$ cat src/rtl/if_fetch_queue.sv
// if_fetch_queue: byte-serial instruction fetch with little-endian word assembly feeding a small pc/inst FIFO.
module if_fetch_queue #(
  parameter logic [31:0] RESET_PC    = 32'h0000_0000,
  parameter int          QUEUE_DEPTH = 2
) (
  input  logic        clk_in,
  input  logic        rst_in,
  input  logic        rdy_in,
  output logic        mem_req_o,
  output logic [31:0] mem_addr_o,
  input  logic        mem_ack_i,
  input  logic [7:0]  mem_data_i,
  input  logic        stall_i,
  input  logic        jump_i,
  input  logic [31:0] jump_pc_i,
  output logic        if_valid_o,
  output logic [31:0] if_pc_o,
  output logic [31:0] if_inst_o,
  output logic        stallfrom_if
);
  localparam int PW = $clog2(QUEUE_DEPTH);
  localparam logic [PW:0] FULL = (PW+1)'(QUEUE_DEPTH);
  typedef enum logic {IDLE, FETCH} state_t;
  state_t        state_q, state_d;
  logic [31:0]   fetch_pc_q, fetch_pc_d, word_q, word_d;
  logic [1:0]    byte_cnt_q, byte_cnt_d;
  logic [PW-1:0] rd_ptr_q, rd_ptr_d, wr_ptr_q, wr_ptr_d;
  logic [PW:0]   count_q, count_d;
  logic [31:0]   pc_mem_q [QUEUE_DEPTH];
  logic [31:0]   inst_mem_q [QUEUE_DEPTH];
  logic          push, pop;
  assign if_valid_o   = count_q != '0;
  assign stallfrom_if = !if_valid_o;
  assign if_pc_o      = if_valid_o ? pc_mem_q[rd_ptr_q] : '0;
  assign if_inst_o    = if_valid_o ? inst_mem_q[rd_ptr_q] : '0;
  assign mem_req_o    = state_q == FETCH;
  assign mem_addr_o   = mem_req_o ? fetch_pc_q + {30'd0, byte_cnt_q} : '0;
  // A redirect outranks both a coincident ack and a coincident pop.
  assign pop  = rdy_in && !jump_i && if_valid_o && !stall_i;
  assign push = rdy_in && !jump_i && mem_req_o && mem_ack_i && byte_cnt_q == 2'd3;
  always_comb begin
    state_d    = state_q;
    fetch_pc_d = fetch_pc_q;
    byte_cnt_d = byte_cnt_q;
    word_d     = word_q;
    rd_ptr_d   = rd_ptr_q;
    wr_ptr_d   = wr_ptr_q;
    count_d    = count_q;
    if (rdy_in && jump_i) begin
      state_d    = FETCH;
      fetch_pc_d = jump_pc_i & 32'hFFFF_FFFC;
      byte_cnt_d = 2'd0;
      rd_ptr_d   = '0;
      wr_ptr_d   = '0;
      count_d    = '0;
    end else if (rdy_in) begin
      rd_ptr_d = rd_ptr_q + PW'(pop);
      wr_ptr_d = wr_ptr_q + PW'(push);
      count_d  = count_q + (PW+1)'(push) - (PW+1)'(pop);
      if (state_q == IDLE) begin
        state_d = (count_q != FULL || pop) ? FETCH : IDLE;
      end else if (mem_ack_i) begin
        word_d[{byte_cnt_q, 3'b000} +: 8] = mem_data_i;
        byte_cnt_d = byte_cnt_q + 2'd1;
        if (push) begin
          fetch_pc_d = fetch_pc_q + 32'd4;
          state_d    = count_d != FULL ? FETCH : IDLE;
        end
      end
    end
  end
  always_ff @(posedge clk_in or negedge rst_in) begin
    if (!rst_in) begin
      state_q    <= IDLE;
      fetch_pc_q <= RESET_PC;
      byte_cnt_q <= 2'd0;
      word_q     <= '0;
      rd_ptr_q   <= '0;
      wr_ptr_q   <= '0;
      count_q    <= '0;
      for (int i = 0; i < QUEUE_DEPTH; i++) begin
        pc_mem_q[i]   <= '0;
        inst_mem_q[i] <= '0;
      end
    end else begin
      state_q    <= state_d;
      fetch_pc_q <= fetch_pc_d;
      byte_cnt_q <= byte_cnt_d;
      word_q     <= word_d;
      rd_ptr_q   <= rd_ptr_d;
      wr_ptr_q   <= wr_ptr_d;
      count_q    <= count_d;
      if (push) begin
        pc_mem_q[wr_ptr_q]   <= fetch_pc_q;
        inst_mem_q[wr_ptr_q] <= word_d;
      end
    end
  end
endmodule

$ cat config.mk
export PLATFORM = sky130hd
export DESIGN_NAME = if_fetch_queue
export DESIGN_NICKNAME = d
export VERILOG_FILES = /design/src/rtl/if_fetch_queue.sv
export SDC_FILE = /design/constraint.sdc
export NUM_CORES = 1
export LEC_CHECK = 0
export ABC_AREA = 0
export CORE_MARGIN = 2
export CORE_UTILIZATION = 25
export DETAILED_ROUTE_END_ITERATION = 7
export GPL_TIMING_DRIVEN = 0
export PLACE_DENSITY = 0.57
export SLEW_MARGIN = 20
export SYNTH_ARGS = -nofsm -noshare
export SYNTH_HDL_FRONTEND = slang
export SYNTH_SLANG_ARGS = --single-unit
export TNS_END_PERCENT = 50
$ cat constraint.sdc
create_clock -name clk_in -period 2.4 [get_ports clk_in]
set_clock_uncertainty 0.1 [all_clocks]
set_input_delay 0.6 -clock clk_in [delete_from_list [all_inputs] [get_ports clk_in]]
set_output_delay 0.6 -clock clk_in [all_outputs]
set_load 0.005 [all_outputs]
### After elaboration in Yosys (flattened, before gate mapping)

Cells that the tools add are included.

| storage, ports and cells | value |
|---|---|
| output and inout port bits | 99 |
| word-level logic and storage cells | 88 |
| input port bits | 46 |
| register bits after elaboration | 199 |

| cells by class | value |
|---|---|
| reduce and logical (&&, ||, !) cells | 19 |
| muxes and demuxes | 40 |
| equality and inequality tests | 3 |
| $add $sub $neg | 8 |
| bitwise operators | 2 |
| $lt $le $gt $ge | 3 |
| shift-type cells | 2 |

Operator list:

| cell | number |
|---|---|
| 2-to-1 mux 32 bit | 19 |
| bitwise mux 64 bit | 2 |
| adder 32 x 2 -> 32 bit | 1 |
| adder 32 x 3 -> 32 bit (second input constant) | 1 |
| bitwise mux 32 bit | 1 |
| demux 32 bit (select 1 bit) | 1 |
| variable shift 8 x 7 -> 32 bit (first input constant) | 1 |
| variable part select 8 x 7 -> 32 bit | 1 |
| 2-to-1 mux 2 bit | 6 |
| 2-to-1 mux 1 bit | 11 |
| nonzero test 2 bit | 5 |
| logical AND 1 bit | 8 |
| negation 5 -> 7 bit | 1 |
| greater-or-equal comparator 2 bit (second input constant) | 2 |
| inequality test 2 bit (second input constant) | 2 |
| NOT 1 -> 2 bit | 2 |
| AND reduction 4 bit | 1 |
| zero test 1 bit | 3 |
| AND reduction 3 bit | 1 |
| adder 1 bit | 2 |
| adder 2 x 1 -> 2 bit | 1 |
| adder 2 x 1 -> 2 bit (second input constant) | 1 |
| equality test 2 bit (second input constant) | 1 |
| < comparator 2 x 1 -> 1 bit (second input constant) | 1 |
| 2 further kinds | 2 |

### Longest topological paths before layout

Gate-level depths: netlist of run 1.

| depth | value |
|---|---|
| word-level depth | 14 |
| gate-level depth with buffers | 14 |
| mapped depth without buffers | 12 |

### Worst setup path after synthesis of run 1

OpenSTA, ideal clock, no wires.

| timing path | value |
|---|---|
| path type | in2reg |
| from | input jump_i |
| to | register state_q, in the netlist mem_req_o |
| library setup time | 122 ps |
| data required time | 2178 ps |
| path buffers | 3 |
| stages | 14 |
| data arrival time | 2381 ps |
| setup slack | -203 ps |
| cell sequence | and4b_1 buf_6 and2_4 inv_2 buf_6 buf_6 ha_1 inv_1 ha_1 xnor2_1 xnor2_1 nand2b_1 nor3_1 nor2_1 |

| between the ends | value |
|---|---|
| word-level cells in the longest chain between the ends | 14 |
| elaborated cells on any way between the ends | 20 |
| classes of those cells | 2 x add/sub; 1 x eq/ne; 7 x mux; 10 x reduce/logical |

RTL lines:

| what | line | RTL |
|---|---|---|
| start: declaration | 14 | `input logic jump_i,` |
| zero test 1 bit | 39, 40 |  |
| logical AND 1 bit | 39, 40 |  |
| logical AND 1 bit (3 in series) | 40 | `assign push = rdy_in && !jump_i && mem_req_o && mem_ack_i && byte_cnt_q == 2'd3;` |
| adder 2 x 1 -> 2 bit | 59 | `count_d = count_q + (PW+1)'(push) - (PW+1)'(pop);` |
| subtractor 2 x 1 -> 2 bit | 59 |  |
| inequality test 2 bit | 67 | `state_d = count_d != FULL ? FETCH : IDLE;` |
| 2-to-1 mux 1 bit | 67 |  |
| 2-to-1 mux 1 bit | 65 | `if (push) begin` |
| 2-to-1 mux 1 bit | 62 | `end else if (mem_ack_i) begin` |
| 2-to-1 mux 1 bit | 60 | `if (state_q == IDLE) begin` |
| 2-to-1 mux 1 bit | 56 | `end else if (rdy_in) begin` |
| 2-to-1 mux 1 bit | 49 | `if (rdy_in && jump_i) begin` |
| end signal: assignment | 86 | `state_q <= state_d;` |
| end: declaration | 24 | `state_t state_q, state_d;` |

Parallel ways exist; a longest one is shown, timed or not. The select of a mux whose other input is x is not followed.
A chain may end at the register's enable or synchronous reset.

### Worst setup path after layout of run 1

| timing path | value |
|---|---|
| from | register state_q, in the netlist mem_req_o |
| to | register state_q, in the netlist mem_req_o |

| between the ends | value |
|---|---|
| word-level cells in the longest chain between the ends | 12 |

RTL lines:

| what | line |
|---|---|
| logical AND 1 bit (3 in series) | 40 |
| adder 2 x 1 -> 2 bit | 59 |
| subtractor 2 x 1 -> 2 bit | 59 |
| inequality test 2 bit | 67 |
| 2-to-1 mux 1 bit | 67 |
| 2-to-1 mux 1 bit | 65 |
| 2-to-1 mux 1 bit | 62 |
| 2-to-1 mux 1 bit * | 60 |
| 2-to-1 mux 1 bit * | 56 |
| 2-to-1 mux 1 bit * | 49 |

Every way passes the cells marked *; elsewhere a longest branch is shown, timed or not. The select of a mux whose other input is x is not followed.

==> reports/results.ini, run 1 <==
[outcome]
outcome=complete, but fails checks
violations=negative setup slack

[synth]
yosysMostFrequentCell=dfrtp_1
netlist_area_um2=9375
yosysWarnings=0
yosysUniqueCellTypes=49
yosys-top-cells-area=dfrtp_1 (52%), mux2_2 (7.3%), mux2i_1 (6.8%)
synth_commonest_cells=dfrtp_1 (193), nor2_1 (140), a21oi_1 (101)
synth.avg_cell_area_um2=10.25
ys_seq_area_frac=0.5151
synth_edf_count=0
synth_top_area_frac=0.5151
synth-main-ff-cell=dfrtp_1
synth_top_cell_by_area=dfrtp_1
synth.ff_latch_count=193
netlist_instances=915
synthArstFlopShare=1.000

[timing]
post-route-period-util=1.035
layout_min_cycle_time_ns=2.484
setup_slack_ns=-0.08407
setup_viol=12
slew_violations=0
whs_ns=0.3493
worst_pin_slew_ns=0.6374
max_slew_margin=0.5718
fmax_mhz=402.6
rsz0062_at_grt=yes
hold_viol_final=0

[pwr]
powerDensity_nw_per_um2=600.5
vdd_ir_drop_max_v=0.0005289
p_leak_nw=6.229
power.total_mw=7.770

[die]
core_area_um2=36790
die_x_um=197.7
io_pins=145
row_count=70
initial_core_util=0.2549
die-area_um2=39070
fp.dieH_um=197.7

[cells_and_area]
seqCellArea_um2=4833
multi_input_area_um2=4403
drive_above_1_share=0.2704
fin_nets=1171
num_antenna_cells=0
fin_util=0.3517
fill_cells=3727
syn_to_final_growth_pct=38.01
final_cells=1596

[job]
drv_cap=0

[worst_setup_path]
critPathLaunch=mem_req_o
start_kind=flop
worst_path_max_delay_cell=dfrtp_2
cp.buffers_inverters=5
crit_chain=and4b_1 -> buf_6 -> and2_4 -> inv_2 -> buf_12 -> buf_12 -> ha_4 -> inv_2 -> ha_4 -> xnor2_2 -> xnor2_1 -> nand2b_1 -> nor3_2 -> nor2_1
required_ns=2.62
crit_path_max_fanout=10
crit_cells=14
arrival_ns=2.70
ff2ff_path_depth=14
max_stage_delay_ns=0.42
crit_path_end_kind=flop
crit_type=reg2reg
critPathTopFamily=simple AND/OR/NAND/NOR gates
r2r_start=mem_req_o

[clock_network]
cts_tree=yes
cts_sinks=193
clk_pin_slew_ns=0.07
cts-htree-levels=4
clock-root-buffer=clkbuf_16
numCtsBuffers=17
clock_latency_ns=0.44
cts.path.max_buffers=2

[route]
wirelength_um=29050
drt-vias-per-instance=4.699
drcViolationCount=0
dr.first_iter.drc_count=440
vias=7500
first_pass_iters=5
antenna_left=0
wire_per_inst_um=18.20

[placed_design]
place_ws_ns=-1.359
port_buffers=140
place.gp.congestion=0.8180
hpwl_um=20360
dp.cells=1526

[grt]
grt_pass1_vias=7605
grt_usage=0.1486
grt_max_degree=93
grt_pass1_wl_um=44360
grt_antenna_before_repair=0
overflow=0

[min_path]
min_from=jump_i
holdPathStages=2
hold_class=in2reg

[cells in the final DEF, fill, tap and decap left out, types with 9 or more instances in the layout]
cell type	count
nand3_1	13
clkbuf_8	9
buf_12	13
mux2i_1	44
buf_6	19
dlymetal6s2s_1	25
buf_4	23
mux2_2	61
and3_1	37
inv_1	38
clkbuf_2	37
dlygate4sd2_1	11
clkbuf_1	9
o21ai_0	26
and2_1	33
clkdlybuf4s50_1	40
clkbuf_16	22
nor2_1	128
mux2i_4	13
buf_2	31
nand2_1	28
a21oi_1	101
nand4_1	12
dfrtp_1	190
[registers in the layout, indices dropped and copies added (netlist names), 2 cells and up]
name and cells:
inst_mem_q 64, pc_mem_q 60, word_q 32, fetch_pc_q 30, byte_cnt_q 2, count_q 2
[power by group]
part           switching (mW)  internal [mW]  leakage, nW
clock                    1.29           1.71        0.294
combinational           0.516          0.509         3.32
sequential              0.236           3.51         2.61
[metal layers]
metal	share of wire	vias up	GRT usage
met2	0.48	190	0.2483
li1	-	3562	-
met4	0.0084	0	0.02924
met1	0.46	3729	0.2016
met5	0	-	0
met3	0.048	19	0.02715
[cell families (layout without fill, tap and decap cells)]
logic type / Yosys count / in the layout / synth area share
simple gates: 300 / 300 / 0.1638
flops: 193 / 193 / 0.5151
compound gates: 172 / 172 / 0.1052
mux: 125 / 125 / 0.1416
buf+inv: 104 / 316 / 0.05125
fa+ha+maj: 10 / 10 / 0.01335
xor+xnor: 10 / 10 / 0.009343
other cells: 1 / 2 / 0.0004000
[metrics by stage]
| step | TNS, ns | cell area, µm² |
|---|---|---|
| after floorplan | -1.895 | 9422 |
| after global placement | -1633.17 | 11410 |
| after detailed placement | -191.08 | 11470 |
| after CTS | -4.423 | 12590 |
| after global routing | -1.799 | 12940 |
| final | -0.4222 | 12940 |
[worst paths after layout]
| check | end | slack (ns) |
|---|---|---|
| setup / recovery | mem_req_o | -0.08 |
| hold / removal | count_q[0] | 0.35 |
| setup reg to reg | mem_req_o | -0.08 |
| hold reg to reg | word_q[31] | 0.38 |
| max in group asynchronous | byte_cnt_q[0] | 1.01 |
| min in group asynchronous | fetch_pc_q[21] | 0.47 |
[repair_timing]
| item | CTS | global route |
|---|---|---|
| endpoints found under the setup margin | 222 | 176 |
| gates cloned | 2 | 3 |
| hold endpoints to repair | 13 | 0 |
| pin swaps | 10 | 11 |
| resized for setup | 275 | 156 |
| buffers inserted | 18 | 16 |
| hold buffers | 1 | 0 |
[cell type report]
cell class | count | area share
Clock buffer | 21 | 0.03559
Multi-Input combinational cell | 619 | 0.3403
Timing Repair Buffer | 181 | 0.1314
Tap cell | 468 | 0.04526
Sequential cell | 193 | 0.3736
Buffer | 59 | 0.04796
Clock inverter | 11 | 0.01189
Inverter | 43 | 0.01344
Timing Repair inverter | 1 | 0.0005802
Power figures use the tool's default switching activity.
==> inputs of run 2 (changes only) <==
Settings changed: REMOVE_ABC_BUFFERS from default to 1.
==> run 2 against run 1 <==
Net effect: the flow finishes with violations (negative hold slack, negative setup slack); global-route usage rose by 0.94 points; power is 1.8% lower; via count fell by 1.9%; setup slack better by 0.0050 ns; sequential cell count unchanged; critical path type is now reg2out; critical endpoint is now if_inst_o[17].
==> reports/results.ini, run 2 (same netlist as run 1, synthesis figures left out) <==
[outcome]
outcome=complete, but fails checks
violations=negative hold slack, negative setup slack

[placed_design]
dp.cells=1469
port_buffers=140
hpwl_um=17360
place.gp.congestion=0.7310

[cells_and_area]
largest_reg_flops=64
final_cells=1555
seqCellArea_um2=4838
largest_registers=inst_mem_q x64, pc_mem_q x60, word_q x32
syn_to_final_growth_pct=33.48
layout_commonest_cell=dfrtp_1
fin_nets=1127
drive_above_1_share=0.2491
multi_input_area_um2=4342
fill_cells=3734
regMostFlops=inst_mem_q
layout_common_cells=dfrtp_1 (190), nor2_1 (135), a21oi_1 (101)

[route]
wirelength_um=30250
first_pass_iters=5
dr.first_iter.drc_count=384
wire_per_inst_um=19.45
vias=7359
drcViolationCount=0
drt-vias-per-instance=4.732
antenna_left=0

[clock_network]
cts_sinks=193
numCtsBuffers=17
cts_hold_buf=0
cts.path.max_buffers=2
clk_pin_slew_ns=0.07
cts_tree=yes
cts-htree-levels=4
clock-root-buffer=clkbuf_16
clock_latency_ns=0.45

[timing]
worst_pin_slew_ns=0.7718
layout_min_cycle_time_ns=2.479
max_slew_margin=0.4816
rsz0062_at_grt=yes
fmax_mhz=403.4
setup_slack_ns=-0.07902
setup_viol=30
hold_viol_final=5
slew_violations=0
post-route-period-util=1.033
whs_ns=-0.008301

[job]
drv_cap=0

[worst_setup_path]
r2r_start=mem_req_o
crit_cells=6
ff2ff_path_depth=11
critPathLaunch=rd_ptr_q
cp.buffers_inverters=4
critPathTopFamily=buffers and inverters
start_kind=flop
crit_path_max_fanout=6
max_stage_delay_ns=0.51
r2r_setup_slack_ns=-0.05
r2r_end=mem_req_o
crit_path_end_kind=primary output
arrival_ns=1.78
cpMostUsedCell=buf_12
required_ns=1.70
crit_end=if_inst_o[17]
crit_chain=buf_12 -> buf_12 -> buf_8 -> mux2i_2 -> nor2_1 -> buf_2
worst_path_max_delay_cell=dfrtp_4
crit_type=reg2out

[die]
row_count=70
initial_core_util=0.2549
io_pins=145
die_x_um=197.7
die-area_um2=39070
core_area_um2=36790
fp.dieH_um=197.7

[grt]
grt_max_degree=80
grt_pass1_wl_um=45860
grt_pass1_vias=7497
overflow=0
grt_antenna_before_repair=4
grt_usage=0.1580

[min_path]
hold_class=in2async

[pwr]
vdd_ir_drop_max_v=0.0004879
powerDensity_nw_per_um2=609.7
p_leak_nw=5.867
power.total_mw=7.630

run 2: cell count changes in the layout (fill, tap and decap cells not counted), moves of 5 or more:
cell,previous run,this run
buf_6,19,8
buf_4,23,18
clkbuf_4,7,0
dlymetal6s2s_1,25,7
buf_16,3,10
nor2_1,128,135
clkbuf_2,37,23
mux2i_2,7,12
clkbuf_8,9,3
clkbuf_1,9,0
clkdlybuf4s15_1,6,13
buf_2,31,41
inv_6,2,7
run 2: report_power, final:
| part | internal (mW) | switching, mW | leakage (nW) | total [mW] |
|---|---|---|---|---|
| registers | 3.51 | 0.264 | 2.62 | 3.77 |
| clock network | 1.54 | 1.36 | 0.286 | 2.90 |
| logic | 0.478 | 0.476 | 2.97 | 0.954 |
run 2: how the worst min path moves through the flow:
stage                          start             to  slack (ns)  cells after the start
final                         rst_in   pc_mem_q[55]      -0.008                      1
after detailed placement   word_q[6]      word_q[6]        0.37                      2
after floorplan               rst_in  byte_cnt_q[0]        0.20                      0
after CTS                     rst_in   pc_mem_q[55]       0.009                      1
after global placement    word_q[31]     word_q[31]        0.37                      2
after global routing          rst_in   pc_mem_q[55]        0.03                      1
run 2: stage by stage:
stage	setup WS (ns)	util	setup TNS (ns)	hold WS (ns)	area, µm²
floorplan	-1.469	-	-217.86	0.2044	9060
detailed placement	-1.767	0.3051	-208.01	0.3700	11220
global placement	-7.815	0.3003	-2195.52	0.3650	11050
finish	-0.07902	0.3402	-1.137	-0.008301	12510
CTS	-0.1894	0.3374	-5.552	0.008946	12410
global route	-0.1467	0.3400	-5.323	0.02953	12510
run 2: routing by layer:
metal | share of wire | wire, µm | GRT usage
met2 | 0.47 | 14140 | 0.2539
met5 | 0.00043 | 13 | 0
met1 | 0.46 | 14060 | 0.2150
met4 | 0.011 | 338 | 0.03732
met3 | 0.056 | 1704 | 0.03722
run 2: what timing repair did:
item,4_1_cts,5_1_grt
gates cloned,9,2
hold endpoints to repair,0,0
pin swaps,10,22
setup endpoints to repair,256,163
resized for setup,267,113
buffers inserted,31,13
run 2: final cells by class:
class	count	area share
tap	468	0.04679
inverter	43	0.01630
multi-input combinational	620	0.3469
timing repair inverter	4	0.004299
timing repair buffer	192	0.1517
clock inverter	12	0.009498
sequential	193	0.3866
clock buffer	20	0.03729
antenna	3	0.0005999
